`config.mk`:
```
export PLATFORM = sky130hd
export DESIGN_NAME = mole_spawner
export DESIGN_NICKNAME = d
export VERILOG_FILES = /design/src/rtl/mole_spawner.sv
export SDC_FILE = /design/constraint.sdc
export NUM_CORES = 1
export LEC_CHECK = 0
export BUFFER_PORTS_ARGS = -buffer_cell sky130_fd_sc_hd__buf_4
export CAP_MARGIN = 20
export CORE_MARGIN = 3
export CORE_UTILIZATION = 30
export CTS_BUF_LIST = sky130_fd_sc_hd__clkbuf_4 sky130_fd_sc_hd__clkbuf_8
export DETAILED_ROUTE_END_ITERATION = 7
export GPL_ROUTABILITY_DRIVEN = 0
export GPL_TIMING_DRIVEN = 0
export PLACE_DENSITY = 0.52
export SYNTH_ARGS = -nofsm -noshare
export SYNTH_HDL_FRONTEND = slang
export SYNTH_SLANG_ARGS = --single-unit
```
`constraint.sdc`:
```
create_clock -name clk -period 7.21 [get_ports clk]
set_input_delay 0.721 -clock clk [delete_from_list [all_inputs] [get_ports clk]]
set_output_delay 0.721 -clock clk [all_outputs]
set_load 0.05 [all_outputs]
```
`src/rtl/mole_spawner.sv`:
```
// rtl/mole_spawner.sv - whack-a-mole spawner: LFSR hole choice, up/gap/hit timing, score and miss counts
module mole_spawner #(
  parameter int          NUM_HOLES = 18,
  parameter logic [15:0] SEED      = 16'd483,
  parameter int          UP_INIT   = 50_000_000,
  parameter int          UP_MIN    = 10_000_000,
  parameter int          UP_STEP   = 2_000_000,
  parameter int          GAP_CYC   = 25_000_000,
  parameter int          HIT_CYC   = 12_500_000
) (
  input  logic                 clk,
  input  logic                 rst,
  input  logic                 enable,
  input  logic                 mole_hit,
  output logic [NUM_HOLES-1:0] LEDR,
  output logic                 mole_up,
  output logic                 hit_flash,
  output logic [7:0]           score,
  output logic [7:0]           misses
);

  localparam int UW     = $clog2(UP_INIT + 1);
  localparam int TMAX_A = (UP_INIT > GAP_CYC) ? UP_INIT : GAP_CYC;
  localparam int TMAX   = (TMAX_A > HIT_CYC) ? TMAX_A : HIT_CYC;
  localparam int TW     = $clog2(TMAX + 1);
  localparam int IW     = $clog2(NUM_HOLES);
  localparam logic [15:0] SEED_EFF = (SEED == 16'd0) ? 16'd1 : SEED;
  localparam logic [NUM_HOLES-1:0] ONE = {{(NUM_HOLES-1){1'b0}}, 1'b1};

  typedef enum logic [1:0] {IDLE, GAP, UP, HIT} state_t;

  state_t         state;
  logic [TW-1:0]  timer;
  logic [15:0]    lfsr;
  logic [15:0]    lfsr_next;
  logic [UW-1:0]  up_len;
  logic [UW-1:0]  up_len_next;
  logic [UW:0]    up_diff;
  logic [IW-1:0]  prev_idx;
  logic [IW-1:0]  idx_raw;
  logic [IW-1:0]  pick;

  // Hole choice never repeats the previous hole: bump to the neighbour on a collision.
  always_comb begin
    lfsr_next   = {1'b0, lfsr[15:1]} ^ (lfsr[0] ? 16'hB400 : 16'h0000);
    idx_raw     = IW'(lfsr % 16'(NUM_HOLES));
    pick        = idx_raw;
    if (idx_raw == prev_idx)
      pick = (idx_raw == IW'(NUM_HOLES - 1)) ? '0 : idx_raw + IW'(1);
    up_diff     = {1'b0, up_len} - (UW+1)'(UP_STEP);
    up_len_next = up_diff[UW-1:0];
    if (up_diff[UW] || (up_diff[UW-1:0] < UW'(UP_MIN)))
      up_len_next = UW'(UP_MIN);
  end

  always_ff @(posedge clk or posedge rst) begin
    if (rst) begin
      state     <= IDLE;
      timer     <= '0;
      lfsr      <= SEED_EFF;
      up_len    <= UW'(UP_INIT);
      prev_idx  <= '0;
      LEDR      <= '0;
      mole_up   <= 1'b0;
      hit_flash <= 1'b0;
      score     <= 8'd0;
      misses    <= 8'd0;
    end else begin
      lfsr <= lfsr_next;
      if (!enable) begin
        state     <= IDLE;
        LEDR      <= '0;
        mole_up   <= 1'b0;
        hit_flash <= 1'b0;
      end else begin
        case (state)
          IDLE: begin
            state  <= GAP;
            timer  <= TW'(GAP_CYC - 1);
            score  <= 8'd0;
            misses <= 8'd0;
            up_len <= UW'(UP_INIT);
          end
          GAP: begin
            if (timer == '0) begin
              state    <= UP;
              timer    <= TW'(up_len) - TW'(1);
              LEDR     <= ONE << pick;
              mole_up  <= 1'b1;
              prev_idx <= pick;
            end else begin
              timer <= timer - TW'(1);
            end
          end
          UP: begin
            // A hit on the final up cycle still wins over the timeout.
            if (mole_hit) begin
              state     <= HIT;
              timer     <= TW'(HIT_CYC - 1);
              LEDR      <= '0;
              mole_up   <= 1'b0;
              hit_flash <= 1'b1;
              up_len    <= up_len_next;
              if (score != 8'hFF) score <= score + 8'd1;
            end else if (timer == '0) begin
              state   <= GAP;
              timer   <= TW'(GAP_CYC - 1);
              LEDR    <= '0;
              mole_up <= 1'b0;
              if (misses != 8'hFF) misses <= misses + 8'd1;
            end else begin
              timer <= timer - TW'(1);
            end
          end
          HIT: begin
            if (timer == '0) begin
              state     <= GAP;
              timer     <= TW'(GAP_CYC - 1);
              hit_flash <= 1'b0;
            end else begin
              timer <= timer - TW'(1);
            end
          end
          default: state <= IDLE;
        endcase
      end
    end
  end

endmodule
```
* After elaboration in Yosys (flattened, before gate mapping)
Cells that the tools add are included.
** Word-level totals
- Output and inout bits :: 36
- Logic and storage cells :: 83
- Input bits :: 4
- Register bits after elaboration :: 111
** Cells by class
- Bitwise operators :: 1
- Order comparisons :: 1
- Add/subtract/negate cells :: 6
- Shift operators :: 1
- Reduce and logical (&&, ||, !) cells :: 10
- Divide/modulo/power cells :: 1
- Multiplexer cells :: 35
- Eq/ne operators :: 18
** Operator list (count)
- $mux W26 :: 5
- $pmux W26 S4 :: 1
- $mux W18 :: 4
- $pmux W26 S2 :: 1
- $sub A26 B1 Y26 const B :: 2
- $mux W8 :: 5
- $pmux W18 S2 :: 1
- $pmux W8 S2 :: 2
- $sub A26 B21 Y27 const B :: 1
- $logic_not A26 Y1 :: 1
- $lt A26 B24 Y1 const B :: 1
- $shl A1 B5 Y18 const A :: 1
- $add A8 B1 Y8 const B :: 2
- $mod A16 B5 Y16 const B :: 1
- $mux W16 :: 1
- $ne A8 B8 Y1 const B :: 2
- $xor A15 B16 Y16 :: 1
- $reduce_and A3 Y1 :: 4
- $mux W5 :: 2
- $ne A2 B2 Y1 const B :: 5
- $ne A3 B3 Y1 const B :: 3
- $mux W2 :: 4
- $pmux W2 S4 :: 1
- $mux W1 :: 6
- 13 further kinds :: 16

* Logic depth before layout (Yosys ltp)
Gate-level depths: netlist (run 1).
- Word-level depth :: 8
- Depth in mapped cells :: 31
- Depth with buffers taken out :: 25

* Least setup slack after synthesis (run 1)
Ideal clock, no wire load.
- Path type :: reg-to-reg
- From :: reg lfsr[12]
- To :: reg LEDR[17]
- Library setup time :: 0.077 ns
- Cell stages (with the launch flop) :: 29
- Clock period less this slack :: 6.464 ns
- Path buffers :: 4
- Arrival time :: 6.388 ns
- Data required time :: 7.133 ns
- Slack :: 0.746 ns
- Cells stage by stage :: dfrtp_1 -> buf_6 -> nand2b_4 -> buf_6 -> a2111oi_4 -> o211ai_2 -> a2111o_1 -> a41oi_1 -> o21ai_0 -> a32o_1 -> or3_4 -> mux2i_1 -> or3b_1 -> o311a_1 -> o21ai_2 -> mux2i_2 -> a21oi_1 -> a31o_1 -> buf_6 -> ha_1 -> inv_1 -> nand2_1 -> o22a_1 -> a31oi_1 -> nand3_1 -> buf_2 -> or4b_1 -> a21o_1 -> o21ai_1
** On the way
- Cells in the longest elaborated chain, start to end :: 8
- Elaborated cells between the ends (all ways) :: 10
- Classes of those cells :: add/sub (1); div (1); eq/ne (2); shift (1); mux (5)
** RTL lines
- from (decl) :: RTL line 34 : logic [15:0] lfsr;
- from (signal assigned) :: RTL line 69 : lfsr <= lfsr_next;
- $mod A16 B5 Y16 (*) :: RTL line 46 : idx_raw = IW'(lfsr % 16'(NUM_HOLES));
- $add A5 B1 Y5 or $eq A5 B5 Y1 (tied branches) :: RTL line 49 : pick = (idx_raw == IW'(NUM_HOLES - 1)) ? '0 : idx_raw + IW'(1);
- $mux W5 :: RTL line 49
- $mux W5 (*) :: RTL line 48 : if (idx_raw == prev_idx)
- $shl A1 B5 Y18 (*) :: RTL line 88 : LEDR <= ONE << pick;
- $mux W18 (*) :: RTL line 85 : if (timer == '0) begin
- $pmux W18 S2 (*) :: RTL line 76 : case (state)
- $mux W18 (*) :: RTL line 70 : if (!enable) begin
- to (signal assigned) :: RTL line 88
- to (decl) :: RTL line 15 : output logic [NUM_HOLES-1:0] LEDR,
Mark *: on every way between the ends. The rest lies on a longest branch, timed or not. The select of a mux whose other input is x is not followed.
A chain may end at the register's enable or synchronous reset.

* Final worst setup path (run 1)
- From :: reg lfsr[11]
- To :: reg LEDR[3]
The elaborated chain is that of the path after synthesis.

==> results.sh, run 1 <==
export IMPL_p_leak_nw=3.74
export IMPL_clock_sinks=104
export IMPL_grt_pass1_vias=6806
export IMPL_yosys_most_used_dff="dfrtp_1"
export IMPL_grt_usage_pct=15.6
export IMPL_routed_wirelength_mm=22.9
export IMPL_wl_per_cell_um=16.8
export IMPL_grt_max_degree=63
export IMPL_critPathRequiredTime_ns=7.53
export IMPL_final_nets=1040
export IMPL_fin_util_pct=37.2
export IMPL_worst_pin_slew_ns=0.779
export IMPL_drcViolationCount=0
export IMPL_fp_dieH_um=167
export IMPL_dr_pass1_iters=5
export IMPL_outcome="complete, no violations"
export IMPL_setup_violations=0
export IMPL_worst_path_max_delay_cell="or3_4"
export IMPL_yosysWarnings=0
export IMPL_multi_input_area_sq_mm=0.00515
export IMPL_period_share_pct=97.5
export IMPL_antenna_cells=0
export IMPL_ys_top_cells_by_area="dfrtp_1, dfstp_2, nand2_1"
export IMPL_portBuffers=39
export IMPL_cts_tree="yes"
export IMPL_worstPathMaxFanout=8
export IMPL_vias=7444
export IMPL_p_per_area_mw_per_mm2=120
export IMPL_h_tree_depth=3
export IMPL_timing_rr_start="lfsr[11]"
export IMPL_clock_fmax_mhz=142
export IMPL_grt_pass1_wl_mm=36.5
export IMPL_drtIter0Drc=558
export IMPL_syn_nets=955
export IMPL_core_area_sq_mm=0.0253
export IMPL_cp_endpoint="LEDR[3]"
export IMPL_max_cap_violations=0
export IMPL_slew_headroom_pct=47.7
export IMPL_crit_type="flop to flop"
export IMPL_ctsLongestPathBuffers=2
export IMPL_ctsHoldBuffers=0
export IMPL_initial_core_util_pct=30.7
export IMPL_synth_edf_count=0
export IMPL_cts_made_buffers=9
export IMPL_register_area_sq_mm=0.00263
export IMPL_synth_cell_types=104
export IMPL_vias_per_cell=5.46
export IMPL_antenna_found_initial=0
export IMPL_tns_ns=0
export IMPL_end_kind="flop"
export IMPL_peakVddDrop_v=0.0000815
export IMPL_critPathArrivalTime_ns=7.35
export IMPL_root_buffer="clkbuf_8"
export IMPL_rsz0062_at_grt="yes"
export IMPL_postRouteAntennaNets=0
export IMPL_drv_slew=0
export IMPL_synthArstFlopShare_pct=100
export IMPL_hold_class="primary input to async pin"
export IMPL_clkLatencyLatePin_ns=0.41
export IMPL_r2r_slack_ns=0.18
export IMPL_clk_pin_slew_worst_paths_ns=0.12
export IMPL_rows=58
export IMPL_critPathLaunchType="flop"
export IMPL_cp_common_cell="buf_6"
export IMPL_fin_skew_ns=0.0172
export IMPL_synth_seq_cells=104
export IMPL_dieArea_sq_mm=0.0279
export IMPL_drive_gt1_share_pct=21.0
export IMPL_ys_seq_area_share_pct=33.8
export IMPL_io_pins=40
export IMPL_synth_area_sq_mm=0.00777
export IMPL_layout_min_cycle_time_ns=7.03
export IMPL_yosysTopAreaCell="dfrtp_1"
export IMPL_syn_avg_cell_area_sq_um=8.24
export IMPL_synth_top_area_share_pct=27.7
export IMPL_die_w_um=167
export IMPL_syn2layout_area_growth_pct=21.2
export IMPL_synthCells=943
export IMPL_fin_cells=1363
export IMPL_rr_worst_depth=29
export IMPL_placed_cells=1313
export IMPL_fillCellCount=2616
export IMPL_cp_slowest_stage_delay_ns=0.42
export IMPL_crit_path_start="lfsr[11]"
export IMPL_whs_ns=0.369
export IMPL_grt_overflow_total=0
export IMPL_hold_viol=0
export IMPL_place_hpwl_mm=15.9
export IMPL_r2r_end="LEDR[3]"
## layout by cell type (no fill, tap or decap), types with 6 or more instances in the layout
| cell type | n |
|---|---|
| o21ai_1 | 19 |
| a21oi_1 | 51 |
| o22a_1 | 15 |
| and2_1 | 6 |
| xnor2_1 | 21 |
| buf_6 | 7 |
| o31ai_1 | 8 |
| o21ai_0 | 66 |
| and3_1 | 8 |
| clkbuf_8 | 9 |
| nand3_1 | 19 |
| or2_2 | 7 |
| a21o_1 | 9 |
| o211a_1 | 7 |
| a31oi_1 | 10 |
| nor2_1 | 71 |
| clkbuf_1 | 37 |
| buf_2 | 6 |
| nand2b_1 | 14 |
| xor2_1 | 23 |
| a22o_1 | 10 |
| o22ai_1 | 9 |
| nand2_1 | 109 |
| dfstp_2 | 18 |
| ha_1 | 6 |
| buf_4 | 76 |
| nand4_1 | 12 |
| nor3_1 | 38 |
| o21a_1 | 8 |
| or3_1 | 14 |
| nor4_1 | 10 |
| nor2b_1 | 7 |
| dfrtp_1 | 84 |
| inv_1 | 32 |
## per-layer routing
metal / vias up / global-route usage [%] / wire length, um
met2: 137 / 24.3 / 10400
li1: 3671 / - / -
met1: 3616 / 22.8 / 11400
met4: 0 / 3.95 / 316
met3: 20 / 2.33 / 759
met5: - / 0 / 0
## synthesized netlist by cell type (10+ instances only)
library cell and number:
o21ai_0 68, nor2_1 73, dfrtp_1 86, or3_1 15
a31oi_1 14, nand4_1 12, inv_1 35, xnor2_1 21
dfstp_2 18, xor2_1 23, a22o_1 10, a21oi_1 52
nand2_1 111, o21ai_1 18, nor3_1 43, clkbuf_1 39
o22a_1 16, nand2b_1 14, nor4_1 10, nand3_1 20
## power breakdown
part / switching [mW] / leakage (nW) / total, mW / internal [mW]
clock network: 0.246 / 0.111 / 0.420 / 0.175
registers: 0.0166 / 1.30 / 0.615 / 0.598
logic: 0.0636 / 2.33 / 0.0968 / 0.0332
## worst max-delay path, delay by kind of cell, from the launching register on
family | cells | cell delay, ns
AOI/OAI and AO/OA | 12 | 2.83
and+or+nand+nor | 8 | 1.90
muxes | 3 | 0.90
buffers and inverters | 5 | 0.67
DFF | 1 | 0.40
adders and majority gates | 1 | 0.23
## cell families (layout without fill, tap and decap cells)
| logic type | Yosys count | after routing | synth area share (%) |
|---|---|---|---|
| buffers and inverters | 94 | 184 | 5.17 |
| and+or+nand+nor | 361 | 361 | 23.2 |
| AOI/OAI and AO/OA | 315 | 315 | 29.1 |
| DFF | 104 | 104 | 33.8 |
| adders and majority gates | 10 | 10 | 1.55 |
| xor gates and xnor gates | 46 | 46 | 5.38 |
| muxes | 13 | 13 | 1.79 |
## how the worst min path moves through the flow
stage	start	to	slack (ns)	cells past startpoint
floorplan	lfsr[4]	lfsr[3]	0.35	0
global placement	lfsr[8]	lfsr[7]	0.36	0
detailed placement	lfsr[6]	lfsr[5]	0.36	0
CTS	rst	misses[3]	0.38	2
global route	lfsr[8]	lfsr[7]	0.38	0
finish	rst	misses[3]	0.37	2
## repair_timing
| action | CTS | global route |
|---|---|---|
| setup endpoints to repair | 17 | 22 |
| gates cloned | 0 | 1 |
| buffers inserted | 2 | 33 |
| resized for setup | 8 | 81 |
| pin swaps | 1 | 28 |
## layout make-up
| class | instances | area share [%] |
|---|---|---|
| Multi-Input combinational cell | 745 | 54.7 |
| Sequential cell | 104 | 27.9 |
| Timing Repair Buffer | 76 | 6.24 |
| Tap cell | 330 | 4.38 |
| Buffer | 57 | 3.03 |
| Inverter | 35 | 1.45 |
| Clock buffer | 10 | 1.39 |
| Clock inverter | 6 | 0.917 |
## metrics by stage
step	setup slack, ns	cell area (sq um)	power [mW]
4_1_cts	0.0117	8780	1.15
5_1_grt	-0.0546	9420	1.19
3_5_place_dp	-0.134	8510	0.720
6_report	0.180	9420	1.13
2_1_floorplan	0.746	7770	0.688
3_3_place_gp	-0.126	8480	0.717
## flip-flops by register name, indices dropped and copies added, names as in the netlist
| register | flops |
|---|---|
| misses | 8 |
| hit_flash | 1 |
| mole_up | 1 |
| LEDR | 18 |
| timer | 26 |
| prev_idx | 5 |
| up_len | 19 |
| score | 8 |
| lfsr | 16 |
| state | 2 |
No activity file was read; power rests on OpenSTA's default activity.
==> inputs of run 2 (changes only) <==
==> constraint.sdc (replaced) <==
create_clock -name clk -period 8 [get_ports clk]
set_input_delay 0.8 -clock clk [delete_from_list [all_inputs] [get_ports clk]]
set_output_delay 0.8 -clock clk [all_outputs]
set_load 0.05 [all_outputs]
==> run 2 against run 1 <==
Against the previous run: register-to-register slack gained 0.44 ns; sequential share of layout area grew 2.1 points; via count shrank 3.7%; sequential power shrank 9.9%; critical path type unchanged; largest cell class unchanged.
==> results.sh, run 2 (synthesized netlist as in run 1, its figures left out) <==
export IMPL_final_common_cell="nand2_1"
export IMPL_crit_path_start="lfsr[15]"
export IMPL_p_per_area_mw_per_mm2=116
export IMPL_syn2layout_area_growth_pct=12.4
export IMPL_tns_ns=0
export IMPL_clock_sinks=104
export IMPL_wl_per_cell_um=16.4
export IMPL_grt_pass1_vias=6772
export IMPL_rows=58
export IMPL_top_register="timer"
export IMPL_clock_fmax_mhz=135
export IMPL_dieArea_sq_mm=0.0279
export IMPL_crit_type="flop to flop"
export IMPL_io_pins=40
export IMPL_cts_tree="yes"
export IMPL_fp_dieH_um=167
export IMPL_drcViolationCount=0
export IMPL_antenna_cells=0
export IMPL_final_nets=1006
export IMPL_end_kind="flop"
export IMPL_initial_core_util_pct=30.7
export IMPL_die_w_um=167
export IMPL_antenna_found_initial=0
export IMPL_drive_gt1_share_pct=13.6
export IMPL_cts_made_buffers=9
export IMPL_clkLatencyLatePin_ns=0.40
export IMPL_drtIter0Drc=593
export IMPL_setup_violations=0
export IMPL_vias=7171
export IMPL_outcome="complete, no violations"
export IMPL_multi_input_area_sq_mm=0.00476
export IMPL_grt_busiest_layer="met2"
export IMPL_clk_pin_slew_worst_paths_ns=0.12
export IMPL_layout_min_cycle_time_ns=7.38
export IMPL_postRouteAntennaNets=0
export IMPL_grt_max_degree=63
export IMPL_hold_class="flop to flop"
export IMPL_rsz0062_at_grt="no"
export IMPL_fin_cells=1329
export IMPL_register_area_sq_mm=0.00263
export IMPL_grt_use_met3_pct=2.30
export IMPL_grt_usage_pct=15.6
export IMPL_top_regs="timer x26, up_len x19, LEDR x18"
export IMPL_portBuffers=39
export IMPL_dr_pass1_iters=5
export IMPL_p_leak_nw=3.49
export IMPL_root_buffer="clkbuf_8"
export IMPL_critPathArrivalTime_ns=7.70
export IMPL_vias_per_cell=5.40
export IMPL_grt_overflow_total=0
export IMPL_placed_area_sq_mm=0.00851
export IMPL_critPathRequiredTime_ns=8.32
export IMPL_worst_pin_slew_ns=0.745
export IMPL_drv_slew=0
export IMPL_grt_pass1_wl_mm=36.4
export IMPL_final_cell_area_sq_mm=0.00874
export IMPL_hold_viol=0
export IMPL_core_area_sq_mm=0.0253
export IMPL_max_cap_violations=0
export IMPL_use_met1_pct=22.8
export IMPL_slew_headroom_pct=50.0
export IMPL_fin_skew_ns=0.0197
export IMPL_h_tree_depth=3
export IMPL_placed_cells=1313
export IMPL_worstHoldStart="lfsr[8]"
export IMPL_timing_rr_start="lfsr[15]"
export IMPL_layout_common_cells="nand2_1, dfrtp_1, nor2_1"
export IMPL_fillCellCount=2690
export IMPL_place_hpwl_mm=15.9
export IMPL_routed_wirelength_mm=21.8
export IMPL_worstPathMaxFanout=10
export IMPL_peakVddDrop_v=0.0000734
export IMPL_gr_usage_met2_pct=24.2
export IMPL_largest_reg_flops=26
export IMPL_ctsLongestPathBuffers=2
export IMPL_period_share_pct=92.3
export IMPL_critPathLaunchType="flop"
==> run 2: critical path: stages (launching register included) <==
cell	delay, ns
dfrtp_1	0.50
nor4bb_1	0.66
o21ai_0	0.27
a32o_1	0.38
nand4_1	0.19
o21ai_2	0.16
a32o_1	0.32
or3_4	0.40
mux2i_1	0.21
o311ai_0	0.46
o21ai_0	0.16
maj3_1	0.37
a211oi_1	0.53
a21oi_1	0.12
a31o_1	0.22
buf_6	0.14
ha_1	0.31
inv_1	0.10
nand2_1	0.09
o22a_1	0.20
a31oi_1	0.26
nand4_1	0.15
mux2i_1	0.31
or3b_1	0.37
buf_2	0.18
o31ai_2	0.22
==> run 2: routing by layer <==
metal / wire [um] / part of all wire (%)
met1: 11200 / 51
met2: 9630 / 44
met3: 666 / 3.1
met4: 296 / 1.4
met5: 0 / 0
==> run 2: final timing paths <==
| check | to | slack, ns | cells past startpoint |
|---|---|---|---|
| hold / removal | lfsr[7] | 0.38 | 0 |
| min in group asynchronous | misses[3] | 0.45 | 2 |
| hold reg to reg | lfsr[7] | 0.38 | 0 |
| setup / recovery | LEDR[3] | 0.62 | 25 |
| setup reg to reg | LEDR[3] | 0.62 | 25 |
| max in group asynchronous | up_len[13] | 6.76 | 3 |
==> run 2: report_power, final <==
part           internal [mW]  leakage, nW  switching, mW
combinational         0.0278         2.08         0.0564
clock                  0.157        0.111          0.219
sequential             0.539         1.31         0.0149
==> run 2: cell type report <==
cell class / count / area share [%]
plain buffers: 59 / 3.09
clock buffers: 10 / 1.50
clock inverters: 6 / 0.988
inverters: 35 / 1.53
multi-input cells: 745 / 54.5
flip-flops and latches: 104 / 30.0
well taps: 330 / 4.73
repair buffers: 40 / 3.67
==> run 2: through the flow <==
| stage | setup WS (ns) | power, mW | hold slack (ns) | utilization, % |
|---|---|---|---|---|
| final | 0.615 | 1.01 | 0.377 | 34.5 |
| after global routing | 0.0127 | 1.07 | 0.383 | 34.5 |
| after CTS | 0.598 | 1.04 | 0.379 | 34.5 |
| after detailed placement | 0.656 | 0.649 | 0.362 | 33.6 |
| after global placement | 0.664 | 0.646 | 0.358 | 33.5 |
| after floorplan | 1.54 | 0.620 | 0.352 | - |
==> run 2: what timing repair did <==
| item | CTS | global route |
|---|---|---|
| setup buffers | 0 | 0 |
| resized for setup | 0 | 4 |
| setup endpoints to repair | 0 | 5 |
| hold endpoints to repair | 0 | 0 |
| hold buffers | 0 | 0 |
==> inputs of run 3 (changes only) <==
--- a/config.mk
+++ b/config.mk
@@ -5,7 +5,7 @@
 export SDC_FILE = /design/constraint.sdc
 export NUM_CORES = 1
 export LEC_CHECK = 0
-export BUFFER_PORTS_ARGS = -buffer_cell sky130_fd_sc_hd__buf_4
+export BUFFER_PORTS_ARGS = -buffer_cell sky130_fd_sc_hd__buf_2
 export CAP_MARGIN = 20
 export CORE_MARGIN = 3
 export CORE_UTILIZATION = 30
@@ -13,7 +13,7 @@
 export DETAILED_ROUTE_END_ITERATION = 7
 export GPL_ROUTABILITY_DRIVEN = 0
 export GPL_TIMING_DRIVEN = 0
-export PLACE_DENSITY = 0.52
+export PLACE_DENSITY_LB_ADDON = 0.15
 export SYNTH_ARGS = -nofsm -noshare
 export SYNTH_HDL_FRONTEND = slang
 export SYNTH_SLANG_ARGS = --single-unit
==> run 3 against run 2 <==
Against the previous run: critical path depth rose by 1; maximum frequency fell by 1.1%; worst hold slack got worse by 0.012 ns; clock skew rose by 0.0029 ns; total power fell by 2.0%; sequential power barely moved; die area did not move; routed wire length rose by 3.4%; sequential cell count did not move; global-route usage rose by 0.38 points; count of clock-buffer cells in the layout did not move; critical path type unchanged.
==> results.sh, run 3 (synthesized netlist as in run 1, its figures left out) <==
export IMPL_ctsLongestPathBuffers=2
export IMPL_dr_pass1_iters=5
export IMPL_critPathRequiredTime_ns=8.33
export IMPL_io_pins=40
export IMPL_final_nets=1006
export IMPL_grt_busiest_layer="met2"
export IMPL_crit_type="flop to flop"
export IMPL_cts_made_buffers=9
export IMPL_fin_skew_ns=0.0225
export IMPL_postRouteAntennaNets=0
export IMPL_timing_rr_start="lfsr[15]"
export IMPL_hold_viol=0
export IMPL_rsz0062_at_grt="no"
export IMPL_final_common_cell="nand2_1"
export IMPL_hold_depth=0
export IMPL_clock_fmax_mhz=134
export IMPL_clkLatencyLatePin_ns=0.40
export IMPL_max_cap_violations=0
export IMPL_h_tree_depth=3
export IMPL_vias=7164
export IMPL_use_met1_pct=23.9
export IMPL_tns_ns=0
export IMPL_dieArea_sq_mm=0.0279
export IMPL_top_regs="timer x26, up_len x19, LEDR x18"
export IMPL_placed_cells=1313
export IMPL_gr_usage_met2_pct=23.9
export IMPL_final_cell_area_sq_mm=0.00862
export IMPL_post_cts_buffers=0
export IMPL_layout_min_cycle_time_ns=7.47
export IMPL_clock_sinks=104
export IMPL_worstHoldStart="lfsr[8]"
export IMPL_grt_max_degree=68
export IMPL_vias_per_cell=5.39
export IMPL_critPathLaunchType="flop"
export IMPL_cts_tree="yes"
export IMPL_whs_ns=0.365
export IMPL_fillCellCount=2684
export IMPL_root_buffer="clkbuf_8"
export IMPL_period_share_pct=93.3
export IMPL_grt_pass1_vias=6746
export IMPL_drv_slew=0
export IMPL_placed_area_sq_mm=0.00841
export IMPL_wl_per_cell_um=16.9
export IMPL_cp_slowest_stage_delay_ns=0.65
export IMPL_place_hpwl_mm=16.5
export IMPL_worstPathMaxFanout=10
export IMPL_antenna_cells=0
export IMPL_portBuffers=39
export IMPL_critPathArrivalTime_ns=7.80
export IMPL_antenna_found_initial=1
export IMPL_hold_path_endpoint="lfsr[7]"
export IMPL_routed_wirelength_mm=22.5
export IMPL_rows=58
export IMPL_grt_use_met3_pct=2.14
export IMPL_worst_pin_slew_ns=0.774
export IMPL_r2r_slack_ns=0.53
export IMPL_clk_pin_slew_worst_paths_ns=0.12
export IMPL_initial_core_util_pct=30.7
export IMPL_top_register="timer"
export IMPL_grt_overflow_total=0
export IMPL_r2r_end="LEDR[5]"
export IMPL_drcViolationCount=0
export IMPL_grt_usage_pct=16.0
export IMPL_ctsHoldBuffers=0
export IMPL_fin_util_pct=34.1
export IMPL_layout_common_cells="nand2_1, dfrtp_1, nor2_1"
export IMPL_p_per_area_mw_per_mm2=115
export IMPL_setup_violations=0
export IMPL_slew_headroom_pct=48.2
export IMPL_fp_dieH_um=167
export IMPL_largest_reg_flops=26
export IMPL_grt_pass1_wl_mm=36.8
export IMPL_outcome="complete, no violations"
export IMPL_die_w_um=167
export IMPL_syn2layout_area_growth_pct=11.0
export IMPL_end_kind="flop"
export IMPL_rr_worst_depth=26
export IMPL_worst_path_max_delay_cell="nor4bb_1"
export IMPL_drive_gt1_share_pct=13.6
export IMPL_drtIter0Drc=482
export IMPL_core_area_sq_mm=0.0253
export IMPL_fin_cells=1329
export IMPL_hold_class="flop to flop"
export IMPL_peakVddDrop_v=0.0000858
export IMPL_p_leak_nw=3.48
==> run 3: per-stage QoR <==
step,power (mW),worst slack [ns]
2_1_floorplan,0.620,1.54
3_3_place_gp,0.647,0.574
3_5_place_dp,0.649,0.604
4_1_cts,1.01,0.542
5_1_grt,1.04,0.0799
6_report,0.994,0.534
==> run 3: what timing repair did <==
action / 4_1_cts / 5_1_grt
endpoints found under the hold margin: 0 / 0
resized for setup: 0 / 4
setup endpoints to repair: 0 / 15
==> run 3: worst max path at each step <==
stage | from | cells past startpoint | end
floorplan | lfsr[12] | 28 | LEDR[17]
global placement | lfsr[15] | 25 | LEDR[17]
detailed placement | lfsr[15] | 26 | LEDR[5]
CTS | lfsr[15] | 26 | LEDR[5]
global route | lfsr[10] | 29 | LEDR[5]
finish | lfsr[15] | 26 | LEDR[5]
==> run 3: layer usage <==
layer / routed length [um] / share of wire [%]
met1: 11700 / 52
met4: 389 / 1.7
met2: 9750 / 43
met5: 11 / 0.049
met3: 692 / 3.1
==> run 3: critical path, delay by kind of cell, from the launching register on <==
family,cells,cell delay [ns]
AOI/OAI and AO/OA,11,2.69
DFF,1,0.51
adders and majority gates,1,0.30
and+or+nand+nor,8,2.51
muxes,3,0.90
buffers and inverters,3,0.47
==> run 3: final cells by class <==
| type | instances | area [sq um] | share of cell area (%) |
|---|---|---|---|
| clock inverters | 6 | 67.6 | 0.783 |
| flip-flops and latches | 104 | 2630 | 30.4 |
| inverters | 35 | 134 | 1.55 |
| well taps | 330 | 413 | 4.79 |
| plain buffers | 59 | 270 | 3.13 |
| repair buffers | 40 | 223 | 2.58 |
| multi-input cells | 745 | 4760 | 55.2 |
| clock buffers | 10 | 131 | 1.52 |
==> run 3: report_power, final <==
group          internal (mW)  switching (mW)
clock                  0.150           0.205
sequential             0.539          0.0155
combinational         0.0274          0.0567
